File: src/rtl/ssg_pkg.sv
// Shared types and constants for the seven-segment scan reader.
// Segment patterns are active-low, bit0 = segment a .. bit6 = segment g.
package ssg_pkg;

   localparam int unsigned SEG_W   = 7;
   localparam int unsigned EN_W    = 4;
   localparam int unsigned DIG_W   = 4;
   localparam int unsigned NUM_DIG = 4;

   typedef enum logic [1:0] {
      ST_IDLE     = 2'd0,
      ST_SETTLE   = 2'd1,
      ST_CAPTURED = 2'd2
   } ssg_state_e;

   localparam logic [SEG_W-1:0] SEG_0 = 7'b1000000;
   localparam logic [SEG_W-1:0] SEG_1 = 7'b1111001;
   localparam logic [SEG_W-1:0] SEG_2 = 7'b0100100;
   localparam logic [SEG_W-1:0] SEG_3 = 7'b0110000;
   localparam logic [SEG_W-1:0] SEG_4 = 7'b0011001;
   localparam logic [SEG_W-1:0] SEG_5 = 7'b0010010;
   localparam logic [SEG_W-1:0] SEG_6 = 7'b0000010;
   localparam logic [SEG_W-1:0] SEG_7 = 7'b1111000;
   localparam logic [SEG_W-1:0] SEG_8 = 7'b0000000;
   localparam logic [SEG_W-1:0] SEG_9 = 7'b0010000;
   localparam logic [SEG_W-1:0] SEG_A = 7'b0001000;
   localparam logic [SEG_W-1:0] SEG_B = 7'b0000011;
   localparam logic [SEG_W-1:0] SEG_C = 7'b1000110;
   localparam logic [SEG_W-1:0] SEG_D = 7'b0100001;
   localparam logic [SEG_W-1:0] SEG_E = 7'b0000110;
   localparam logic [SEG_W-1:0] SEG_F = 7'b0001110;

   localparam logic [SEG_W-1:0] SEG_BLANK   = 7'b1111111;
   localparam logic [DIG_W-1:0] DIGIT_BLANK = 4'hF;

   // Number of asserted (low) digit enables in one sample.
   function automatic logic [2:0] low_count(input logic [EN_W-1:0] en);
      logic [2:0] n;
      n = 3'd0;
      for (int i = 0; i < int'(EN_W); i++) begin
         n = n + 3'(!en[i]);
      end
      return n;
   endfunction

endpackage

File: src/rtl/ssg_pat_decode.sv
// Combinational seven-segment pattern to BCD/hex decoder.
// Letter patterns A..F decode only when SSG_SCAN_READER_HEX_EN is defined.
module ssg_pat_decode
   import ssg_pkg::*;
(
   input  logic [SEG_W-1:0] i_pat,
   output logic [DIG_W-1:0] o_val_c,
   output logic             o_is_num_c,
   output logic             o_is_blank_c,
   output logic             o_is_err_c
);

   always_comb begin
      o_val_c      = DIGIT_BLANK;
      o_is_blank_c = 1'b0;
      o_is_err_c   = 1'b0;
      case (i_pat)
         SEG_0:     o_val_c = 4'h0;
         SEG_1:     o_val_c = 4'h1;
         SEG_2:     o_val_c = 4'h2;
         SEG_3:     o_val_c = 4'h3;
         SEG_4:     o_val_c = 4'h4;
         SEG_5:     o_val_c = 4'h5;
         SEG_6:     o_val_c = 4'h6;
         SEG_7:     o_val_c = 4'h7;
         SEG_8:     o_val_c = 4'h8;
         SEG_9:     o_val_c = 4'h9;
`ifdef SSG_SCAN_READER_HEX_EN
         SEG_A:     o_val_c = 4'hA;
         SEG_B:     o_val_c = 4'hB;
         SEG_C:     o_val_c = 4'hC;
         SEG_D:     o_val_c = 4'hD;
         SEG_E:     o_val_c = 4'hE;
         SEG_F:     o_val_c = 4'hF;
`endif
         SEG_BLANK: o_is_blank_c = 1'b1;
         default:   o_is_err_c   = 1'b1;
      endcase
      o_is_num_c = !o_is_blank_c && !o_is_err_c;
   end

endmodule

File: src/rtl/ssg_scan_reader.sv
// Samples a multiplexed 4-digit seven-segment display bus and captures each
// digit once its pattern has been stable for STABLE_CYCLES samples.
// Hex letter decoding is enabled by defining SSG_SCAN_READER_HEX_EN.
module ssg_scan_reader
   import ssg_pkg::*;
#(
   parameter int unsigned STABLE_CYCLES = 4,
   parameter int unsigned CNT_W         = $clog2(STABLE_CYCLES + 1)
) (
   input  logic                     clk,
   input  logic                     reset,
   input  logic [SEG_W-1:0]         SSG_D,
   input  logic [EN_W-1:0]          SSG_EN,
   input  logic                     err_clr,
   output logic [NUM_DIG*DIG_W-1:0] digits,
   output logic [NUM_DIG-1:0]       digit_valid,
   output logic                     frame_done,
   output logic                     seg_err,
   output logic                     en_err
);

   logic [SEG_W-1:0]   r_d;
   logic [EN_W-1:0]    r_en;
   ssg_state_e         r_state;
   ssg_state_e         w_state_nxt;
   logic [CNT_W-1:0]   r_cnt;
   logic [CNT_W-1:0]   w_cnt_nxt;
   logic [EN_W-1:0]    r_lat_en;
   logic [EN_W-1:0]    w_lat_en_nxt;
   logic [SEG_W-1:0]   r_lat_d;
   logic [SEG_W-1:0]   w_lat_d_nxt;
   logic [NUM_DIG-1:0] r_seen;

   logic               w_one_low;
   logic               w_multi_low;
   logic               w_changed;
   logic               w_capture;
   logic [DIG_W-1:0]   w_dec_val;
   logic               w_dec_num;
   logic               w_dec_blank;
   logic               w_dec_err;
   logic [NUM_DIG-1:0] w_sel;
   logic [NUM_DIG-1:0] w_seen_set;
   logic [NUM_DIG-1:0] w_seen_acc;

   assign w_one_low   = (low_count(r_en) == 3'd1);
   assign w_multi_low = (low_count(r_en) > 3'd1);
   assign w_changed   = (r_en != r_lat_en) || (r_d != r_lat_d);

   // The latched enable is one-hot low whenever a capture can happen.
   assign w_sel       = ~r_lat_en;
   assign w_seen_set  = (w_dec_num || w_dec_blank) ? w_sel : '0;
   assign w_seen_acc  = r_seen | w_seen_set;

   ssg_pat_decode u_decode (
      .i_pat        (r_lat_d),
      .o_val_c      (w_dec_val),
      .o_is_num_c   (w_dec_num),
      .o_is_blank_c (w_dec_blank),
      .o_is_err_c   (w_dec_err)
   );

   // Stability tracking: next state, counter and latched sample.
   always_comb begin
      w_state_nxt  = r_state;
      w_cnt_nxt    = r_cnt;
      w_lat_en_nxt = r_lat_en;
      w_lat_d_nxt  = r_lat_d;
      w_capture    = 1'b0;
      if (w_multi_low) begin
         w_state_nxt = ST_IDLE;
         w_cnt_nxt   = '0;
      end else begin
         case (r_state)
            ST_IDLE: begin
               if (w_one_low) begin
                  w_state_nxt  = ST_SETTLE;
                  w_cnt_nxt    = CNT_W'(1);
                  w_lat_en_nxt = r_en;
                  w_lat_d_nxt  = r_d;
               end
            end
            ST_SETTLE, ST_CAPTURED: begin
               if (w_changed) begin
                  if (w_one_low) begin
                     w_state_nxt  = ST_SETTLE;
                     w_cnt_nxt    = CNT_W'(1);
                     w_lat_en_nxt = r_en;
                     w_lat_d_nxt  = r_d;
                  end else begin
                     w_state_nxt = ST_IDLE;
                     w_cnt_nxt   = '0;
                  end
               end else if (r_state == ST_SETTLE) begin
                  w_cnt_nxt = r_cnt + CNT_W'(1);
                  if (r_cnt == CNT_W'(STABLE_CYCLES - 1)) begin
                     w_state_nxt = ST_CAPTURED;
                     w_capture   = 1'b1;
                  end
               end
            end
            default: begin
               w_state_nxt = ST_IDLE;
               w_cnt_nxt   = '0;
            end
         endcase
      end
   end

   always_ff @(posedge clk) begin
      if (reset) begin
         r_d      <= SEG_BLANK;
         r_en     <= '1;
         r_state  <= ST_IDLE;
         r_cnt    <= '0;
         r_lat_en <= '1;
         r_lat_d  <= SEG_BLANK;
      end else begin
         r_d      <= SSG_D;
         r_en     <= SSG_EN;
         r_state  <= w_state_nxt;
         r_cnt    <= w_cnt_nxt;
         r_lat_en <= w_lat_en_nxt;
         r_lat_d  <= w_lat_d_nxt;
      end
   end

   // Capture results, frame tracking and sticky errors (set beats clear).
   always_ff @(posedge clk) begin
      if (reset) begin
         digits      <= {NUM_DIG{DIGIT_BLANK}};
         digit_valid <= '0;
         frame_done  <= 1'b0;
         seg_err     <= 1'b0;
         en_err      <= 1'b0;
         r_seen      <= '0;
      end else begin
         frame_done <= 1'b0;
         if (w_capture) begin
            for (int n = 0; n < int'(NUM_DIG); n++) begin
               if (w_sel[n] && (w_dec_num || w_dec_blank)) begin
                  digits[n*DIG_W +: DIG_W] <= w_dec_num ? w_dec_val : DIGIT_BLANK;
                  digit_valid[n]           <= w_dec_num;
               end
            end
            if (&w_seen_acc) begin
               frame_done <= 1'b1;
               r_seen     <= '0;
            end else begin
               r_seen <= w_seen_acc;
            end
         end
         seg_err <= (w_capture && w_dec_err) || (seg_err && !err_clr);
         en_err  <= w_multi_low || (en_err && !err_clr);
      end
   end

endmodule

File: config.mk
export PLATFORM = sky130hd
export DESIGN_NAME = ssg_scan_reader
export DESIGN_NICKNAME = d
export VERILOG_FILES = /design/src/rtl/ssg_pkg.sv /design/src/rtl/ssg_pat_decode.sv /design/src/rtl/ssg_scan_reader.sv
export SDC_FILE = /design/constraint.sdc
export NUM_CORES = 1
export LEC_CHECK = 0
export CORE_ASPECT_RATIO = 0.6
export CORE_UTILIZATION = 50
export CTS_BUF_LIST = sky130_fd_sc_hd__clkbuf_2 sky130_fd_sc_hd__clkbuf_4 sky130_fd_sc_hd__clkbuf_8
export DETAILED_ROUTE_END_ITERATION = 8
export PLACE_DENSITY = 0.78
export SLEW_MARGIN = 10
export SYNTH_ARGS = -nofsm -noshare
export SYNTH_HDL_FRONTEND = slang
export SYNTH_HIERARCHICAL = 1
export SYNTH_SLANG_ARGS = --single-unit
File: constraint.sdc
create_clock -name clk -period 3.5 [get_ports clk]
set_input_delay 0.875 -clock clk [delete_from_list [all_inputs] [get_ports clk]]
set_output_delay 0.875 -clock clk [all_outputs]
set_load 0.03 [all_outputs]
==> impl_metrics.json <==
{
  "layout_worst_path_cycle_share_pct": 85.4,
  "max_slew.worst_pin.slew_ns": 0.962,
  "maximum_achievable_frequency_mhz": 335,
  "ir_drop_v": 0.000184,
  "use_met1_pct": 34.1,
  "setup_viol_count_final": 0,
  "seq_area_frac_synth_pct": 39.7,
  "hold_path.startpoint": "r_cnt[2]$_SDFFE_PP0P_",
  "post_synth_main_area_contributors": "sky130_fd_sc_hd__dfxtp_1 40%, sky130_fd_sc_hd__a211o_1 5.5%, sky130_fd_sc_hd__ha_1 4.1%",
  "async_flop_share_pct": 0,
  "synthDistinctLibCells": 53,
  "clock_buffers_created_by_tritoncts": 5,
  "holdCritPathClass": "flip-flop to flip-flop",
  "clock-skew-final_ns": 0.00739,
  "crit_path_time_final_ns": 2.99,
  "die-width_um": 97.3,
  "postCtsResizedCells": 0,
  "clk_pin_slew_ns": 0.10,
  "grt-busiest-layer": "met1",
  "layout-drive-gt1-share_pct": 11.6,
  "place_worst_setup_slack_ns": 0.540,
  "grt_pass1_wl_mm": 9.94,
  "met2_usage_pct": 30.7,
  "rsz_0062_raised_after_global_routing": "no",
  "cts_setup_buffers": 0,
  "final_hold_viol_count": 0,
  "gpl.final_weighted_congestion": 0.826,
  "final-seq-area_um2": 1080,
  "clock_insertion_delay_worst_skew_ns": 0.31,
  "outcome": "complete, no violations",
  "yosys.area.top_type": "sky130_fd_sc_hd__dfxtp_1",
  "tns_setup_ns": 0,
  "holdPathEnd": "r_cnt[2]$_SDFFE_PP0P_",
  "timing.critical_path.required_ns": 3.71,
  "overflow": 0,
  "tritoncts_num_sinks": 54,
  "rows": 20,
  "cts_tree": "built",
  "via_count_of_the_first_global_routing_pass": 1999,
  "detail_route.iter0.violations": 158,
  "grt_util_all_layers_pct": 22.3,
  "worst-path-max-fanout": 12,
  "count_of_cells_along_the_worst_hold_path": 2,
  "viasPerCell": 5.70,
  "grt_use_met3_pct": 5.07,
  "io_pins": 37,
  "drt.antenna.violating_nets": 0,
  "crit-reg2reg-capture": "digits[3]$_SDFFE_PP1P_",
  "syn-cell-area_um2": 2720,
  "fp.dieArea_um2": 5760,
  "final_net_count": 341,
  "rr_startpoint": "r_lat_d[0]$_SDFFE_PP1P_",
  "ys_warn_count": 6,
  "slew_violations": 0,
  "firstDrtPassIters": 4,
  "p_leak_nw": 1.24,
  "cts_root_buf": "sky130_fd_sc_hd__clkbuf_8",
  "synth_edf_count": 0,
  "yosys_register_bits": 54,
  "timing.critical_path.from_type": "flip-flop",
  "drt_wl_total_mm": 5.98,
  "critPathArrivalTime_ns": 3.19,
  "antenna_cells": 0,
  "routed_wire_length_per_instance_um": 15.6,
  "final.fill_count": 450,
  "ctsHtreeMaxLevel": 2,
  "drcViolationCount": 0,
  "r2r_slack_ns": 0.51,
  "max-cap-violations": 0,
  "post_synth_most_frequent_cells": "54 x sky130_fd_sc_hd__dfxtp_1, 27 x sky130_fd_sc_hd__nor2_1, 17 x sky130_fd_sc_hd__a211o_1, 17 x sky130_fd_sc_hd__and3_1, 14 x sky130_fd_sc_hd__a21oi_1",
  "mean_area_per_synthesized_cell_um2": 9.52,
  "area_used_by_multi_input_combinational_logic_um2": 1530,
  "placeableCoreArea_um2": 5150,
  "post-route-worst-setup-slack_ns": 0.512,
  "ys_dominant_reg_cell": "sky130_fd_sc_hd__dfxtp_1",
  "cp-end-kind": "flip-flop",
  "stdcell_area_um2": 3210,
  "cts-root-to-sink-buffers": 2,
  "detailed_place.area_um2": 3090,
  "synth_most_common_cell": "sky130_fd_sc_hd__dfxtp_1",
  "floorplan.initialDensity_pct": 52.8,
  "p_total_w": 0.00140,
  "max_slew_margin_pct": 35.9,
  "ff2ff_path_depth": 8,
  "mappedNetlistNets": 310,
  "numPortBuffers": 36,
  "yosys.area.top_type_share_pct": 39.7,
  "floorplan.die.height_um": 59.2,
  "synthToLayoutAreaGrowth_pct": 17.7,
  "route.vias.total": 2188,
  "cts-hold-fix-buffers": 0,
  "worstSetupPathType": "flip-flop to flip-flop",
  "hold-worst-slack_ns": 0.457,
  "detailedPlacementHpwl_mm": 4.07,
  "instance_count_of_the_mapped_netlist": 286,
  "pin_count_of_the_biggest_net_entering_global_routing": 59,
  "antenna_found_initial": 0,
  "powerDensity_nw_per_um2": 436
}
## critical path, cell delays in order (launching register included)
cell                       delay (ns)
sky130_fd_sc_hd__dfxtp_1         0.40
sky130_fd_sc_hd__or4_4           0.61
sky130_fd_sc_hd__o32ai_4         0.26
sky130_fd_sc_hd__nand4b_4        0.26
sky130_fd_sc_hd__nor2_1          0.12
sky130_fd_sc_hd__or2_1           0.38
sky130_fd_sc_hd__nor3_2          0.34
sky130_fd_sc_hd__nand2_1         0.19
sky130_fd_sc_hd__a211o_1         0.32
## layout make-up
type / count / share of cell area [%]
clock buffers: 5 / 2.15
clock inverters: 3 / 1.37
inverters: 11 / 1.29
multi-input cells: 208 / 47.6
flip-flops and latches: 54 / 33.7
well taps: 66 / 2.58
repair buffers: 37 / 11.3
## metrics by stage
step	util [%]	cells
finish	62.2	384
global route	62.2	384
CTS	62.2	384
detailed placement	60.0	376
global placement	60.0	376
floorplan	-	286
## cell families after synthesis
logic type / count (synthesis) / synth area share, %
AO/OA/AOI/OAI: 57 / 16.5
XOR/XNOR: 12 / 3.86
adder cells (fa/ha/maj): 10 / 4.87
buffers and inverters: 24 / 4.27
flip-flops: 54 / 39.7
multiplexers: 11 / 4.04
AND/OR/NAND/NOR: 118 / 26.7
## worst max path at each step
stage / start / end / depth (start not counted)
global placement: r_en[0]$_SDFF_PP1_ / digits[15]$_SDFFE_PP1P_ / 11
finish: r_lat_d[0]$_SDFFE_PP1P_ / digits[3]$_SDFFE_PP1P_ / 8
global route: r_en[0]$_SDFF_PP1_ / digits[3]$_SDFFE_PP1P_ / 11
CTS: r_en[0]$_SDFF_PP1_ / digits[3]$_SDFFE_PP1P_ / 11
detailed placement: r_lat_d[0]$_SDFFE_PP1P_ / digits[3]$_SDFFE_PP1P_ / 8
floorplan: r_en[0]$_SDFF_PP1_ / r_state[0]$_SDFFE_PP0P_ / 11
## flip-flops by register name (all words and copies together) (netlist names), 3 cells and up
| name | flops |
|---|---|
| digit_valid | 4 |
| digits | 16 |
| r_cnt | 3 |
| r_d | 7 |
| r_en | 4 |
| r_lat_d | 7 |
| r_lat_en | 4 |
| r_seen | 4 |
## power by group
part | switching, W | internal (W)
logic | 0.000162 | 0.000121
registers | 0.0000458 | 0.000643
clock network | 0.000213 | 0.000215
total | 0.000420 | 0.000979
## layout by cell type, fill, tap and decap left out, drive strengths merged, types with 9 or more instances in the layout
cell type,n
dfxtp,54
clkdlybuf4s50,35
nor2,28
and3,17
a211o,17
a21oi,14
or2,14
nand2,13
xnor2,12
inv,12
mux2i,11
ha,9
## per-layer routing
layer | wire, um | vias to the layer above
li1 | - | 1098
met1 | 3150 | 1003
met2 | 2310 | 77
met3 | 442 | 10
met4 | 72 | 0
met5 | 0 | -
(Power assumes the default switching activity.)
